`src/rtl/fir_uart_pkg.sv`:
```
// Shared constants and types for the UART-to-FIR sample path.
package fir_uart_pkg;

    localparam int BYTE_W   = 8;
    localparam int SAMPLE_W = 2 * BYTE_W;

    localparam int CLK_HZ = 50_000_000;
    localparam int BAUD   = 115200;
    // Roughly four 10-bit byte-times at BAUD on CLK_HZ.
    localparam int GAP_CYC = 17360;

    typedef enum logic {
        WAIT_MSB = 1'b0,
        WAIT_LSB = 1'b1
    } asm_state_e;

endpackage

```
`src/rtl/gap_timer.sv`:
```
// Clear/enable up-counter with a terminal-count flag at GAP_CYC-1.
module gap_timer #(
    parameter int GAP_CYC = 17360,
    parameter int TMR_W   = 15
) (
    input  logic clk,
    input  logic rst,
    input  logic clr,
    input  logic en,
    output logic tc
);

    logic [TMR_W-1:0] count;

    // Counter: clear has priority over enable.
    always_ff @(posedge clk) begin
        if (rst || clr) begin
            count <= '0;
        end else if (en) begin
            count <= count + 1'b1;
        end
    end

    assign tc = (count == TMR_W'(GAP_CYC - 1));

endmodule

```
`src/rtl/sample_assembler.sv`:
```
// Pairs MSB/LSB bytes from the UART receiver into 16-bit samples with a
// gap timeout, and holds them in a single-entry valid/ready output register.
module sample_assembler
    import fir_uart_pkg::*;
#(
    // Fixed at 2 * BYTE_W; exposed only for documentation at the instance.
    parameter int SAMPLE_W = fir_uart_pkg::SAMPLE_W,
    parameter int GAP_CYC  = fir_uart_pkg::GAP_CYC,
    parameter int TMR_W    = 15
) (
    input  logic                clk,
    input  logic                rst,
    input  logic [BYTE_W-1:0]   rx_data,
    input  logic                rx_valid,
    input  logic                rx_err,
    output logic [SAMPLE_W-1:0] sample,
    output logic                sample_valid,
    input  logic                sample_ready,
    output logic                overrun,
    output logic                resync
);

    asm_state_e        state;
    logic [BYTE_W-1:0] msb_reg;
    logic              tmr_tc;
    logic              handshake;
    logic              complete;

    assign handshake = sample_valid & sample_ready;

    // A good byte in WAIT_LSB completes a sample; it beats a same-cycle timeout.
    always_comb begin
        complete = 1'b0;
        if (state == WAIT_LSB && rx_valid && !rx_err) begin
            complete = 1'b1;
        end
    end

    // Timer is held clear in WAIT_MSB so it starts from 0 after the MSB edge.
    gap_timer #(
        .GAP_CYC (GAP_CYC),
        .TMR_W   (TMR_W)
    ) u_gap_timer (
        .clk (clk),
        .rst (rst),
        .clr (state == WAIT_MSB),
        .en  (state == WAIT_LSB),
        .tc  (tmr_tc)
    );

    // Pairing FSM, output register and registered event pulses.
    always_ff @(posedge clk) begin
        if (rst) begin
            state        <= WAIT_MSB;
            msb_reg      <= '0;
            sample       <= '0;
            sample_valid <= 1'b0;
            overrun      <= 1'b0;
            resync       <= 1'b0;
        end else begin
            overrun <= 1'b0;
            resync  <= 1'b0;

            if (handshake) begin
                sample_valid <= 1'b0;
            end
            if (complete) begin
                if (!sample_valid || handshake) begin
                    sample       <= SAMPLE_W'({msb_reg, rx_data});
                    sample_valid <= 1'b1;
                end else begin
                    overrun <= 1'b1;
                end
            end

            unique case (state)
                WAIT_MSB: begin
                    if (rx_valid && !rx_err) begin
                        msb_reg <= rx_data;
                        state   <= WAIT_LSB;
                    end
                end
                WAIT_LSB: begin
                    if (rx_valid) begin
                        resync <= rx_err;
                        state  <= WAIT_MSB;
                    end else if (tmr_tc) begin
                        resync <= 1'b1;
                        state  <= WAIT_MSB;
                    end
                end
                default: state <= WAIT_MSB;
            endcase
        end
    end

endmodule

```
`config.mk`:
```
export PLATFORM = sky130hd
export DESIGN_NAME = sample_assembler
export DESIGN_NICKNAME = d
export VERILOG_FILES = /design/src/rtl/fir_uart_pkg.sv /design/src/rtl/gap_timer.sv /design/src/rtl/sample_assembler.sv
export SDC_FILE = /design/constraint.sdc
export NUM_CORES = 1
export LEC_CHECK = 0
export BUFFER_PORTS_ARGS = -buffer_cell sky130_fd_sc_hd__buf_2
export CAP_MARGIN = 25
export CORE_ASPECT_RATIO = 1.25
export CORE_UTILIZATION = 45
export DETAILED_ROUTE_END_ITERATION = 10
export GPL_ROUTABILITY_DRIVEN = 0
export PLACE_DENSITY = 0.78
export SYNTH_ARGS = -nofsm -noshare
export SYNTH_HDL_FRONTEND = slang
export SYNTH_HIERARCHICAL = 1
export SYNTH_SLANG_ARGS = --single-unit
```
`constraint.sdc`:
```
create_clock -name clk -period 1.51 [get_ports clk]
set_clock_uncertainty 0.05 [all_clocks]
set_input_delay 0.302 -clock clk [delete_from_list [all_inputs] [get_ports clk]]
set_output_delay 0.302 -clock clk [all_outputs]
set_load 0.01 [all_outputs]
```
==> impl_metrics.yaml, run 1 <==
global_route:
  grt_antenna_before_repair: 0
  grt_pass1_vias: 1362
  grt-busiest-layer: "met2"
  grt.overflow.total: 0
  grt.met3_usage: 0.06186
  grt_use_met1: 0.1972
  grt_use_met2: 0.2894
  grt_max_degree: 28
  grt_use_total: 0.1783
  grt_pass1_wl_um: 5802
cells_and_area:
  drive_above_1_share: 0.2735
  diodes: 0
  final_util: 0.5720
  area_growth_pct: 21.82
  final_area_mm2: 0.002326
  largest_reg_flops: 16
  final_nets: 247
  fin_cells: 290
place:
  dp_hpwl_um: 2554
  place_area_mm2: 0.002173
  portBuffers: 31
  dpl.cell_count: 282
clock_tree:
  cts-root-buf: "clkbuf_8"
  clock_latency_ns: 0.30
  clock_path_buffers: 2
  hold_buffers: 0
  clock-sinks: 43
  path_clk_slew_ns: 0.08
  cts_buffers: 5
  cts_tree: "done"
  cts-htree-levels: 2
floorplanning:
  design.core.area_mm2: 0.004066
  chipWidth_um: 60.26
  initial_core_util: 0.4695
  die-area_mm2: 0.004509
  io_pins: 32
  die_height_um: 74.83
  rows: 26
detailed_routing:
  totalWireLength_um: 3632
  first_pass_iters: 4
  avgRoutedWirePerCell_um: 12.52
  drc_errors: 0
  drtAntennaViolNets: 0
  num_vias: 1498
  drtIter0Drc: 70
  avgViaCountPerCell: 5.166
synthesis:
  synth_cell_types: 34
  yosysTopAreaCellShare: 0.4509
  netlist.top_cell.by_area: "dfxtp_1"
  synthTopCellsByArea: "dfxtp_1 (45%), mux2i_1 (15%), nand2b_1 (10%), nor2_1 (3.1%), a21oi_1 (1.8%)"
  synth-seq-cells: 43
  ys_warn_count: 6
  synth-seq-area-share: 0.4509
  synth-async-reset-ratio: 0
  yosys.cell_count.top_type: "dfxtp_1"
  syn_inst: 194
  synthFlopType: "dfxtp_1"
  synth_edf_count: 0
  syn_area_mm2: 0.001909
  syn_avg_cell_area_um2: 9.842
  synthTopCellsByCount: "dfxtp_1 (43), nand2b_1 (32), mux2i_1 (29)"
  syn_nets: 208
power:
  p_leak_uw: 0.0008428
  irDropWorstVdd_uv: 770.0
  power.density_mw_per_mm2: 902.9
  power_uw: 2100
timing:
  timing.final.crit_share: 0.9610
  holdWs_ns: 0.1974
  relSlewSlack: 0.7598
  finalMaxSlewViolations: 0
  finalHoldViolCount: 0
  tightestPinTransition_ns: 0.3604
  setup-violations-final: 0
  period_needed_ns: 1.451
  fmax_ghz: 0.6891
setup_path:
  slowest_delay_ns: 0.49
  crit_fanout: 4
  crit_family: "simple AND/OR/NAND/NOR gates"
  startpoint_type: "flop"
  r2r_slack_ns: 0.06
  crit_arrival_ns: 1.63
  rr_startpoint: "u_gap_timer/count[3]"
  worstPathCellList: "buf_4 -> nand4_1 -> or3_1 -> a21oi_1"
  crit_path_end_kind: "flop"
  slowest_stage: "dfxtp_1"
  cp_num_buf_inv: 1
  critPathRequiredTime_ns: 1.69
  rr_endpoint: "u_gap_timer/count[6]"
  rr_worst_depth: 4
  path_class: "flop to flop"
hold_path:
  min_from: "rx_data[0]"
  min_to: "msb_reg[0]"
  holdCritPathClass: "primary input to flop"
  min_path_cells: 3
run:
  cap_violations: 0
run_status:
  status: "finished, final reports clean"
==> worst reg2reg max path, delay by kind of cell (launching register included) <==
family	cells	cell delay [ns]
compound gates	1	0.13
simple gates	2	0.54
buf+inv	1	0.18
flops	1	0.49
==> per-stage QoR <==
stage | setup TNS (ns) | setup slack (ns)
4_1_cts | 0 | 0.05812
3_3_place_gp | 0 | 0.07397
2_1_floorplan | 0 | 0.06682
6_report | 0 | 0.05888
3_5_place_dp | 0 | 0.08001
5_1_grt | -0.04835 | -0.02138
==> what timing repair did <==
action,CTS,global route
setup endpoints to repair,0,7
setup buffers,0,0
gates resized for setup,0,9
==> final cells by class <==
type,instances,area (um2)
Clock buffer,7,96.34
Clock inverter,1,7.507
Fill cell,368,1740
Inverter,2,7.507
Multi-Input combinational cell,139,1018
Sequential cell,43,863.3
Tap cell,56,70.07
Timing Repair Buffer,42,262.8
==> placed cells by master, fill, tap and decap left out, drive strengths merged <==
master,count
a21oi,7
buf,42
clkbuf,7
clkinvlp,1
dfxtp,43
ha,1
inv,2
mux2i,29
nand2,9
nand2b,33
nand3,3
nand3b,1
nand4,6
nor2,16
nor2b,1
nor3,4
nor3b,1
nor4,4
nor4b,2
o21a,3
o21ai,2
o31a,1
o31ai,3
or2,1
or3,5
or4,3
xnor2,1
xor2,3
==> report_power, final <==
group,total (uW),internal (uW),switching [uW]
sequential,1160,1150,9.09
clock,809,416,393
combinational,132,68.4,64.1
total,2100,1630,466
==> logic make-up after synthesis <==
group / synth area share
muxes: 0.1520
AOI/OAI and AO/OA: 0.05177
adders and majority gates: 0.006552
DFF: 0.4509
xor gates and xnor gates: 0.01835
buffers and inverters: 0.03997
and+or+nand+nor: 0.2805
==> how the worst max path moves through the flow <==
stage,from,endpoint,slack [ns],cells past startpoint
final,u_gap_timer/count[3],u_gap_timer/count[6],0.06,4
after global routing,u_gap_timer/count[12],resync,-0.02,5
after floorplan,state,u_gap_timer/count[11],0.07,5
after global placement,u_gap_timer/count[5],state,0.07,6
after detailed placement,u_gap_timer/count[5],state,0.08,6
after CTS,u_gap_timer/count[5],state,0.06,6
==> per-layer routing <==
metal,part of all wire,vias up
met2,0.50,40
met4,0.022,0
met5,0,-
met3,0.055,7
li1,-,751
met1,0.42,700
Power figures use the tool's default switching activity.
==> inputs of run 2 (changes only) <==
--- a/config.mk
+++ b/config.mk
@@ -11,6 +11,7 @@
 export CORE_UTILIZATION = 45
 export DETAILED_ROUTE_END_ITERATION = 10
 export GPL_ROUTABILITY_DRIVEN = 0
+export MAX_ROUTING_LAYER = met4
 export PLACE_DENSITY = 0.78
 export SYNTH_ARGS = -nofsm -noshare
 export SYNTH_HDL_FRONTEND = slang
==> run 2 against run 1 <==
Worst hold slack gained 0.00096 ns. Via count shrank 0.67%. Largest power group unchanged. Register-to-register slack is essentially flat. Critical path depth is the same. Global-route usage grew 0.51 points.
==> impl_metrics.yaml, run 2 (synthesis results as in run 1) <==
setup_path:
  r2r_slack_ns: 0.06
  path_class: "flop to flop"
  slowest_delay_ns: 0.49
  crit_arrival_ns: 1.63
  slowest_stage: "dfxtp_1"
  cp.depth: 4
  worstPathCellList: "buf_4 -> nand4_1 -> or3_1 -> a21oi_1"
  crit_fanout: 4
  rr_worst_depth: 4
  startpoint_type: "flop"
  crit_path_end_kind: "flop"
  cp_num_buf_inv: 1
  crit_family: "simple AND/OR/NAND/NOR gates"
  critPathRequiredTime_ns: 1.69
clock_tree:
  clock_latency_ns: 0.30
  clock_path_buffers: 2
  cts_buffers: 5
  path_clk_slew_ns: 0.08
  clock-sinks: 43
  cts-root-buf: "clkbuf_8"
  cts_tree: "done"
  cts-htree-levels: 2
  postCtsSetupBuffers: 0
run:
  cap_violations: 0
cells_and_area:
  final_cell_mix: "dfxtp_1 (41), nand2b_1 (32), buf_2 (31)"
  area_growth_pct: 21.82
  final_common_cell: "dfxtp_1"
  diodes: 0
  n_fill_cell: 368
  final_area_mm2: 0.002326
  regArea_um2: 863.3
  drive_above_1_share: 0.2735
  multi_input_area_mm2: 0.001018
  largest_reg_flops: 16
  final_nets: 247
timing:
  tightestPinTransition_ns: 0.3601
  finalHoldViolCount: 0
  fmax_ghz: 0.6891
  fin_ws_ns: 0.05878
  finalMaxSlewViolations: 0
  timing.final.crit_share: 0.9611
  period_needed_ns: 1.451
  setup-violations-final: 0
  relSlewSlack: 0.7599
global_route:
  grt_antenna_before_repair: 0
  grt_use_total: 0.1834
  grt_pass1_wl_um: 5782
  grt_pass1_vias: 1364
  grt_max_degree: 28
  grt.overflow.total: 0
floorplanning:
  design.core.area_mm2: 0.004066
  io_pins: 32
  initial_core_util: 0.4695
  die-area_mm2: 0.004509
  die_height_um: 74.83
  rows: 26
  chipWidth_um: 60.26
detailed_routing:
  drtAntennaViolNets: 0
  avgRoutedWirePerCell_um: 12.54
  totalWireLength_um: 3638
  drtIter0Drc: 78
  drc_errors: 0
  avgViaCountPerCell: 5.131
  first_pass_iters: 4
  num_vias: 1488
power:
  p_leak_uw: 0.0008428
  irDropWorstVdd_uv: 769.9
  power.density_mw_per_mm2: 902.7
place:
  portBuffers: 31
  place_area_mm2: 0.002173
  dp_hpwl_um: 2554
  pre_cts_ws_ns: 0.08001
hold_path:
  holdCritPathClass: "primary input to flop"
  min_path_cells: 3
run_status:
  status: "finished, final reports clean"
==> run 2: cell counts in the layout (fill, tap and decap cells not counted) <==
No cell type changed its count.
==> run 2: power by group <==
group / internal (uW) / switching (uW) / leakage (uW) / total [uW]
Clock: 416 / 393 / 0.0000505 / 808
Sequential: 1150 / 9.10 / 0.000349 / 1160
Combinational: 68.3 / 63.8 / 0.000444 / 132
==> run 2: worst reg2reg max path: cells and delay by family (launching register included) <==
family / cells / cell delay [ns]
compound gates: 1 / 0.13
simple gates: 2 / 0.54
buf+inv: 1 / 0.18
flops: 1 / 0.49
==> run 2: cell type report <==
class,count,share of cell area
Clock buffer,7,0.04142
Clock inverter,1,0.003228
Inverter,2,0.003228
Multi-Input combinational cell,139,0.4379
Sequential cell,43,0.3712
Tap cell,56,0.03012
Timing Repair Buffer,42,0.1130
==> run 2: final timing paths <==
path	start	to
setup / recovery	u_gap_timer/count[3]	u_gap_timer/count[6]
hold / removal	rx_data[0]	msb_reg[0]
hold reg to reg	sample[10]	sample[10]
setup reg to reg	u_gap_timer/count[3]	u_gap_timer/count[6]
==> run 2: per-layer routing <==
| layer | track usage | wire (um) | part of all wire |
|---|---|---|---|
| met1 | 0.1983 | 1568 | 0.43 |
| met2 | 0.2918 | 1833 | 0.50 |
| met3 | 0.05498 | 153 | 0.042 |
| met4 | 0.1111 | 82 | 0.023 |
| met5 | - | 0 | 0 |
==> run 2: stage by stage <==
stage	total power [uW]	hold slack [ns]	cells	utilization	TNS, ns
2_1_floorplan	1274	0.3886	194	-	0
3_3_place_gp	1318	0.4075	282	0.5345	0
3_5_place_dp	1320	0.4126	282	0.5345	0
4_1_cts	2135	0.1884	290	0.5600	0
5_1_grt	2183	0.2096	290	0.5720	-0.01912
6_report	2100	0.1984	290	0.5720	0
==> run 2: repair_timing <==
item / CTS / global route
hold buffers: 0 / 0
gates resized for setup: 0 / 9
endpoints found under the setup margin: 0 / 7
==> inputs of run 3 (changes only) <==
--- a/config.mk
+++ b/config.mk
@@ -9,10 +9,12 @@
 export CAP_MARGIN = 25
 export CORE_ASPECT_RATIO = 1.25
 export CORE_UTILIZATION = 45
+export CTS_CLUSTER_SIZE = 40
 export DETAILED_ROUTE_END_ITERATION = 10
 export GPL_ROUTABILITY_DRIVEN = 0
 export MAX_ROUTING_LAYER = met4
 export PLACE_DENSITY = 0.78
+export REMOVE_ABC_BUFFERS = 1
 export SYNTH_ARGS = -nofsm -noshare
 export SYNTH_HDL_FRONTEND = slang
 export SYNTH_HIERARCHICAL = 1
==> run 3 against run 2 <==
Die area unchanged. Critical path depth shrank 1. Global-route usage down 0.15 points. Cell count rose by 0.69%. Clock power down 12%. Design area is the same. Maximum frequency fell by 2.0%. Register-to-register slack worse by 0.03 ns. Routed wire length is 2.7% lower. First-iteration DRC count down 55%. Worst hold slack improved by 0.013 ns. Critical endpoint is now u_gap_timer/count[10]. Largest power group unchanged.
==> impl_metrics.yaml, run 3 (synthesis results as in run 1) <==
global_route:
  grt_max_degree: 23
  grt_pass1_vias: 1290
  grt.overflow.total: 0
  grt_antenna_before_repair: 0
  grt_use_total: 0.1819
  grt_pass1_wl_um: 5899
cells_and_area:
  largest_reg_flops: 16
  final_nets: 249
  final_common_cell: "dfxtp_1"
  final_util: 0.5720
  area_growth_pct: 21.82
  drive_above_1_share: 0.2881
  diodes: 0
  final_cell_mix: "dfxtp_1 (40), nand2b_1 (32), buf_2 (31)"
floorplanning:
  initial_core_util: 0.4695
  chipWidth_um: 60.26
  design.core.area_mm2: 0.004066
  io_pins: 32
  die_height_um: 74.83
  die-area_mm2: 0.004509
  rows: 26
setup_path:
  crit_fanout: 6
  startpoint_type: "flop"
  crit_path_end_kind: "flop"
  rr_startpoint: "u_gap_timer/count[7]"
  cp-startpoint: "u_gap_timer/count[7]"
  critPathRequiredTime_ns: 1.68
  crit_arrival_ns: 1.65
  path_class: "flop to flop"
place:
  portBuffers: 31
  dp_hpwl_um: 2426
timing:
  relSlewSlack: 0.7472
  timing.final.crit_share: 0.9802
  tightestPinTransition_ns: 0.3778
  setup-violations-final: 0
  finalHoldViolCount: 0
  fmax_ghz: 0.6756
  period_needed_ns: 1.480
  finalMaxSlewViolations: 0
clock_tree:
  hold_buffers: 0
  cts-htree-levels: 2
  cts_buffers: 5
  path_clk_slew_ns: 0.08
  clock-sinks: 43
  postCtsSetupBuffers: 0
  cts-root-buf: "clkbuf_8"
  cts_tree: "done"
  clock_latency_ns: 0.30
  clock_path_buffers: 2
detailed_routing:
  drtIter0Drc: 35
  top_layer: "met4"
  avgRoutedWirePerCell_um: 12.12
  first_pass_iters: 4
  drtAntennaViolNets: 0
  met3_length_um: 109
  drc_errors: 0
  num_vias: 1461
  wl_met1_um: 1609
  totalWireLength_um: 3539
  avgViaCountPerCell: 5.003
  met2_length_um: 1754
power:
  clkPwrFrac: 0.353
  power_uw: 2008
  power.density_mw_per_mm2: 863.5
  p_leak_uw: 0.0008519
  combPwrFrac: 0.070
  power_switching_uw: 469.3
  p_int_uw: 1539
  pwr-share-seq: 0.577
  irDropWorstVdd_uv: 660.4
  p_sw_frac: 0.2337
hold_path:
  min_from: "rx_data[1]"
  holdCritPathClass: "primary input to flop"
run_status:
  status: "finished, final reports clean"
run:
  cap_violations: 0
[run 3: final timing paths]
kind | end | slack [ns] | depth (start not counted)
max reg2reg | u_gap_timer/count[10] | 0.03 | 3
min | msb_reg[1] | 0.21 | 3
max | u_gap_timer/count[10] | 0.03 | 3
min reg2reg | sample[15] | 0.42 | 2
[run 3: power groups by stage]
stage	clock, uW	sequential, uW	combinational (uW)
2_1_floorplan	0	1190	68.4
3_3_place_gp	0	1190	135
3_5_place_dp	0	1190	139
4_1_cts	725	1160	141
5_1_grt	777	1160	153
6_report	708	1160	141
[run 3: repair_timing]
action,4_1_cts,5_1_grt
setup endpoints to repair,0,6
endpoints found under the hold margin,0,0
resized for setup,0,10
[run 3: layout make-up]
class	instances	area [um2]
Fill cell	355	1740
Multi-Input combinational cell	139	1022
Sequential cell	43	864.6
Timing Repair Buffer	44	277.8
Tap cell	56	70.07
Clock buffer	5	68.82
Clock inverter	3	15.01
Inverter	2	7.507
[run 3: per-stage QoR]
step                instances  setup TNS, ns  instance area, um2  hold slack, ns  setup WS (ns)
floorplan                 184         -5.543                1841          0.3211        -0.3562
finish                    292              0                2326          0.2109        0.02984
global placement          284              0                2193          0.4024        0.04213
CTS                       292              0                2277          0.2017       0.002991
global route              292       -0.02906                2326          0.2064       -0.02906
detailed placement        284              0                2193          0.4091        0.02918
[run 3: critical path, cell delays in order, from the launching register on]
cell and delay [ns]:
dfxtp_1 0.45, nand3_2 0.18, or4_1 0.54, a21oi_1 0.18
[run 3: per-layer routing]
metal	up-vias	global-route usage
li1	752	-
met1	678	0.2177
met2	25	0.2845
met3	6	0.04983
met4	0	0.07752
met5	-	-
